===== src/rtl/bcd_pkg.sv =====
// Shared types for the BCD keypad entry controller.
//   NDIG    : number of BCD digits in an operand (only 3 is supported)
//   bcd_t   : one BCD digit
//   state_e : entry FSM states
package bcd_pkg;
  localparam int NDIG = 3;

  typedef logic [3:0] bcd_t;

  typedef enum logic {
    ENTRY = 1'b0,  // collecting digits, sign, clear, enter
    HOLD  = 1'b1   // operand offered to the adder, keypad locked
  } state_e;
endpackage


===== src/rtl/dec_onehot_enc.sv =====
// One-hot decimal key encoder.
//   onehot : 10 key lines, bit k = digit k
//   digit  : BCD code of the set line (don't care when !valid)
//   valid  : exactly one line set
module dec_onehot_enc
  import bcd_pkg::*;
(
  input  logic [9:0] onehot,
  output bcd_t       digit,
  output logic       valid
);

  logic [3:0] n_set;

  always_comb begin
    digit = '0;
    n_set = '0;
    for (int k = 0; k < 10; k++) begin
      if (onehot[k]) begin
        digit = 4'(k);
        n_set = n_set + 4'd1;
      end
    end
    valid = (n_set == 4'd1);
  end

endmodule


===== src/rtl/bcd_key_entry_ctrl.sv =====
// Keypad entry controller for one operand of the signed 3-digit BCD
// adder/subtractor. Key presses (rising edges) are encoded and shifted into
// a BCD magnitude register; enter offers the operand with valid/ready.
//   clk, rst_n        : clock, async active-low reset
//   i[9:0]            : one-hot digit keys
//   k_sgn/k_clr/k_ent : sign toggle, clear, enter keys (levels)
//   out_ready         : adder accepts operand
//   y                 : operand digits, digit 2 in the top nibble
//   sgn, cnt          : sign (1 = negative), digits entered
//   out_valid         : operand offered
//   err               : one-cycle pulse on a rejected press
// Optional: define TENS_COMP_EN to present negative operands as the
// 3-digit ten's complement of the magnitude.
module bcd_key_entry_ctrl
  import bcd_pkg::*;
(
  input  logic                clk,
  input  logic                rst_n,
  input  logic [9:0]          i,
  input  logic                k_sgn,
  input  logic                k_clr,
  input  logic                k_ent,
  input  logic                out_ready,
  output logic [4*NDIG-1:0]   y,
  output logic                sgn,
  output logic [1:0]          cnt,
  output logic                out_valid,
  output logic                err
);

  state_e                state_q, state_d;
  logic [NDIG-1:0][3:0]  mag_q, mag_d;
  logic                  sgn_q, sgn_d;
  logic [1:0]            cnt_q, cnt_d;
  logic                  err_q, err_d;
  logic [9:0]            i_prev_q;
  logic                  sgn_prev_q, clr_prev_q, ent_prev_q;

  bcd_t digit;
  logic digit_ok;

  dec_onehot_enc u_enc (
    .onehot (i),
    .digit  (digit),
    .valid  (digit_ok)
  );

  // A vector press is the whole key bank going from idle to non-idle, so a
  // second key added while one is held is not a new press.
  logic dig_e, sgn_e, clr_e, ent_e;
  assign dig_e = (|i) & ~(|i_prev_q);
  assign sgn_e = k_sgn & ~sgn_prev_q;
  assign clr_e = k_clr & ~clr_prev_q;
  assign ent_e = k_ent & ~ent_prev_q;

  always_comb begin
    state_d = state_q;
    mag_d   = mag_q;
    sgn_d   = sgn_q;
    cnt_d   = cnt_q;
    err_d   = 1'b0;
    case (state_q)
      ENTRY: begin
        // Priority clr > ent > sgn > digit; lower presses are dropped.
        if (clr_e) begin
          mag_d = '0;
          sgn_d = 1'b0;
          cnt_d = '0;
        end else if (ent_e) begin
          if (cnt_q != 2'd0) state_d = HOLD;
          else               err_d   = 1'b1;
        end else if (sgn_e) begin
          sgn_d = ~sgn_q;
        end else if (dig_e) begin
          if (!digit_ok || cnt_q == 2'(NDIG)) begin
            err_d = 1'b1;
          end else begin
            mag_d = {mag_q[NDIG-2:0], digit};
            cnt_d = cnt_q + 2'd1;
          end
        end
      end
      HOLD: begin
        // Keypad is locked; only the handshake moves us on.
        if (out_ready) begin
          state_d = ENTRY;
          mag_d   = '0;
          sgn_d   = 1'b0;
          cnt_d   = '0;
        end
      end
      default: state_d = ENTRY;
    endcase
  end

  always_ff @(posedge clk or negedge rst_n) begin
    if (!rst_n) begin
      state_q    <= ENTRY;
      mag_q      <= '0;
      sgn_q      <= 1'b0;
      cnt_q      <= '0;
      err_q      <= 1'b0;
      i_prev_q   <= '0;
      sgn_prev_q <= 1'b0;
      clr_prev_q <= 1'b0;
      ent_prev_q <= 1'b0;
    end else begin
      state_q    <= state_d;
      mag_q      <= mag_d;
      sgn_q      <= sgn_d;
      cnt_q      <= cnt_d;
      err_q      <= err_d;
      // Key history tracks in every state so held keys never re-fire.
      i_prev_q   <= i;
      sgn_prev_q <= k_sgn;
      clr_prev_q <= k_clr;
      ent_prev_q <= k_ent;
    end
  end

`ifdef TENS_COMP_EN
  // (1000 - m) mod 1000 digit-wise: trailing zeros stay 0, the lowest
  // nonzero digit becomes 10-d, every digit above it becomes 9-d.
  logic [NDIG-1:0][3:0] tc;
  logic                 nz_seen;
  always_comb begin
    tc      = '0;
    nz_seen = 1'b0;
    for (int d = 0; d < NDIG; d++) begin
      if (nz_seen) begin
        tc[d] = 4'd9 - mag_q[d];
      end else if (mag_q[d] != 4'd0) begin
        tc[d]   = 4'd10 - mag_q[d];
        nz_seen = 1'b1;
      end
    end
    y = sgn_q ? tc : mag_q;
  end
`else
  assign y = mag_q;
`endif

  assign sgn       = sgn_q;
  assign cnt       = cnt_q;
  assign out_valid = (state_q == HOLD);
  assign err       = err_q;

endmodule


===== config.mk =====
export PLATFORM = sky130hd
export DESIGN_NAME = bcd_key_entry_ctrl
export DESIGN_NICKNAME = d
export VERILOG_FILES = /design/src/rtl/bcd_pkg.sv /design/src/rtl/dec_onehot_enc.sv /design/src/rtl/bcd_key_entry_ctrl.sv
export SDC_FILE = /design/constraint.sdc
export NUM_CORES = 1
export LEC_CHECK = 0
export BUFFER_PORTS_ARGS = -buffer_cell sky130_fd_sc_hd__clkbuf_2
export CELL_PAD_IN_SITES_DETAIL_PLACEMENT = 1
export CELL_PAD_IN_SITES_GLOBAL_PLACEMENT = 1
export CORE_AREA = 2 2 75 77
export CTS_CLUSTER_DIAMETER = 30
export DETAILED_ROUTE_END_ITERATION = 16
export DIE_AREA = 0 0 77 79
export PLACE_DENSITY = 0.87
export SETUP_SLACK_MARGIN = 0.02
export SYNTH_ARGS = -nofsm -noshare
export SYNTH_HDL_FRONTEND = slang
export SYNTH_HIERARCHICAL = 1
export SYNTH_SLANG_ARGS = --single-unit
export TNS_END_PERCENT = 5

===== constraint.sdc =====
create_clock -name clk -period 2.19 [get_ports clk]
set_input_delay 0.219 -clock clk [delete_from_list [all_inputs] [get_ports clk]]
set_output_delay 0.219 -clock clk [all_outputs]
set_load 0.005 [all_outputs]

==> flow_summary_export.csv <==
group,metric,value,unit
worst_setup_path,slowest_stage,"ha_1",
timing,worst_slew_pin_slew,0.758,ns
power,combPwrFrac,56.1,%
logic_synthesis,netlist.area_leader.share,34.2,%
timing,maxClockFrequency,177,MHz
global_route,grt_max_degree,31,
outcome,violations,"negative hold slack, negative setup slack",
outcome,status,"complete, but fails checks",
clocking,cts_buffers,5,
logic_synthesis,yosysUniqueCellTypes,48,
worst_setup_path,crit_type,"in2reg",
worst_setup_path,r2r_start,"i_prev_q[4]",
timing,hold_viol_final,3,
worst_setup_path,cp_max_fo,6,
timing,finalCriticalPeriod,5.64,ns
logic_synthesis,syn_inst,242,
logic_synthesis,yosysSeqAreaShare,34.2,%
clocking,cts_root_buf,"clkbuf_8",
min_path,hold_class,"in2async",
clocking,clock-sinks,30,
detailed_routing,vias,2205,
timing,setup_ws,-3.45,ns
worst_setup_path,r2r_setup_slack,0.24,ns
power,p_sw_share,34.9,%
timing,clock_skew,0.00593,ns
timing,rsz0062_at_grt,"yes",
detailed_routing,wl_per_cell,20.5,um
power,power.internal,1550,uW
detailed_routing,viasPerCell,5.76,
placed_design,dp_hpwl,4820,um
worst_setup_path,cpPeakStageDelay,0.30,ns
finish,final_cell_mix,"buf_4, dfrtp_1, clkbuf_2, nand2_1, inv_1",
worst_setup_path,end_kind,"flip-flop",
logic_synthesis,synth_nets,269,
timing,tns,-50.44,ns
worst_setup_path,cp.required,2.35,ns
floorplan,die_x,77,um
power,total_leakage_power,0.00141,uW
clocking,clk_pin_slew,0.06,ns
worst_setup_path,r2r_end,"err",
global_route,first_global_vias,2307,
timing,slew_violations,0,
logic_synthesis,syn_area,2190,um^2
clocking,cts_tree,"built",
clocking,clk_path_buf_depth,2,
floorplan,rows,27,
finish,final_common_cell,"buf_4",
global_route,antenna_found_initial,0,
worst_setup_path,worstPathArrival,5.80,ns
detailed_routing,drc,0,
worst_setup_path,crit_top_cell,"ha_4",
placed_design,io_buffers,32,
power,ir_worst_vdd,0.438,mV
logic_synthesis,synth.avg_cell_area,9.06,um^2
power,power.density,739,nW/um^2
global_route,grt_first_pass_wirelength,11100,um
finish,fillers,603,
finish,area_growth,47.1,%
logic_synthesis,yosysWarnings,6,
logic_synthesis,synth-async-reset-ratio,100,%
clocking,htreeDepth,2,
power,pwr-share-seq,25.4,%
timing,slew_headroom,49.4,%
floorplan,die_h,79,um
timing,fin_crit_sh,258,%
detailed_routing,wl,7830,um
finish,multi_input_area,1640,um^2
logic_synthesis,synth-seq-cells,30,
finish,drive_above_1_share,43.7,%
job,drv_cap,0,
timing,setup_viol,15,
finish,fin_nets,339,
placed_design,place_congestion,0.807,
logic_synthesis,synth_edf_count,0,
power,p_switching,831,uW
global_route,grt.total_usage,22.9,%
clocking,clkLatencyLatePin,0.28,ns
timing,hold_ws,-0.00157,ns
global_route,grt-ovfl-total,0,
floorplan,coreArea,5340,um^2
floorplan,die_area,6080,um^2
worst_setup_path,worst_setup_path_start_kind,"input port",
logic_synthesis,synth_area_leaders,"dfrtp_1, ha_1, xnor2_1",
floorplan,start_util,41.1,%
detailed_routing,ant_nets,0,
logic_synthesis,yosysTopAreaCell,"dfrtp_1",
detailed_routing,drtIter0Drc,86,
detailed_routing,drt_pre_antenna_iters,4,
worst_setup_path,r2r_cells,4,
logic_synthesis,synthFlopType,"dfrtp_1",
finish,regArea,751,um^2
finish,n_antenna_cell,0,
floorplan,ios,33,
power,clkPwrFrac,18.5,%
layer usage:
metal  routed length [um]  vias up  track usage, %
met3                  285       31            2.39
met1                 2980     1105            25.4
met4                  371        0            9.11
met5                    0        -               0
li1                     -      996               -
met2                 4200       73            44.5
through the flow:
step                instance area (um^2)  total power (uW)  std cells  utilization, %  setup slack, ns
floorplan                           2370              1330        242               -            -3.41
global placement                    2850              1590        371            53.4            -3.68
detailed placement                  2850              1660        371            53.4            -3.91
CTS                                 3070              2170        382            57.4            -3.33
global route                        3220              2510        383            60.4            -3.67
finish                              3220              2380        383            60.4            -3.45
registers in the layout (all words and copies together) (netlist names):
name        count
y              12
i_prev_q       10
cnt             2
clr_prev_q      1
ent_prev_q      1
err             1
out_valid       1
sgn             1
sgn_prev_q      1
power groups by stage:
stage / Combinational, uW / Clock, uW / Sequential, uW
after global routing: 1430 / 470 / 606
after floorplan: 725 / 0 / 605
after CTS: 1130 / 443 / 603
after global placement: 977 / 0 / 610
after detailed placement: 1050 / 0 / 613
final: 1340 / 441 / 605
worst max-delay path by stage:
stage                     cells after the start  start    to
after floorplan                              33   i[1]  y[2]
after global placement                       34   i[1]  y[2]
after detailed placement                     34   i[0]  y[2]
after CTS                                    35   i[0]  y[2]
after global routing                         34   i[0]  y[6]
final                                        35   i[0]  y[6]
repair_timing:
item	4_1_cts	5_1_grt
pin swaps	10	18
resized for setup	21	25
gates cloned	1	0
buffers inserted	4	1
setup endpoints to repair	15	15
hold buffers	0	0
critical path: cells and delay by family:
family / cells / cell delay [ns]
adders and majority gates: 8 / 1.98
and+or+nand+nor: 9 / 1.31
AOI/OAI and AO/OA: 7 / 0.75
muxes: 2 / 0.54
xor gates and xnor gates: 3 / 0.40
buffers and inverters: 6 / 0.60
cell families after synthesis:
| kind of cell | synth area share [%] |
|---|---|
| fa+ha+maj | 6.28 |
| flops | 34.2 |
| simple gates | 23.2 |
| xor+xnor | 11.7 |
| mux | 1.03 |
| buf+inv | 7.08 |
| compound gates | 16.4 |
cell usage after synthesis (5+ instances only):
master	n
o211ai_1	6
xor2_1	5
inv_1	22
nand3_1	12
clkbuf_1	8
a211oi_1	7
xnor2_1	14
o311ai_0	8
a21oi_1	7
dfrtp_1	30
nand4_1	10
ha_1	11
nor2_1	16
buf_2	7
nand2_1	23
o31ai_1	9
area by class of cell:
cell class / count / share of cell area (%)
well taps: 72 / 2.79
repair buffers: 79 / 17.7
flip-flops and latches: 30 / 23.3
inverters: 22 / 2.72
multi-input cells: 174 / 51.0
clock buffers: 6 / 2.56
No activity file was read; power rests on OpenSTA's default activity.
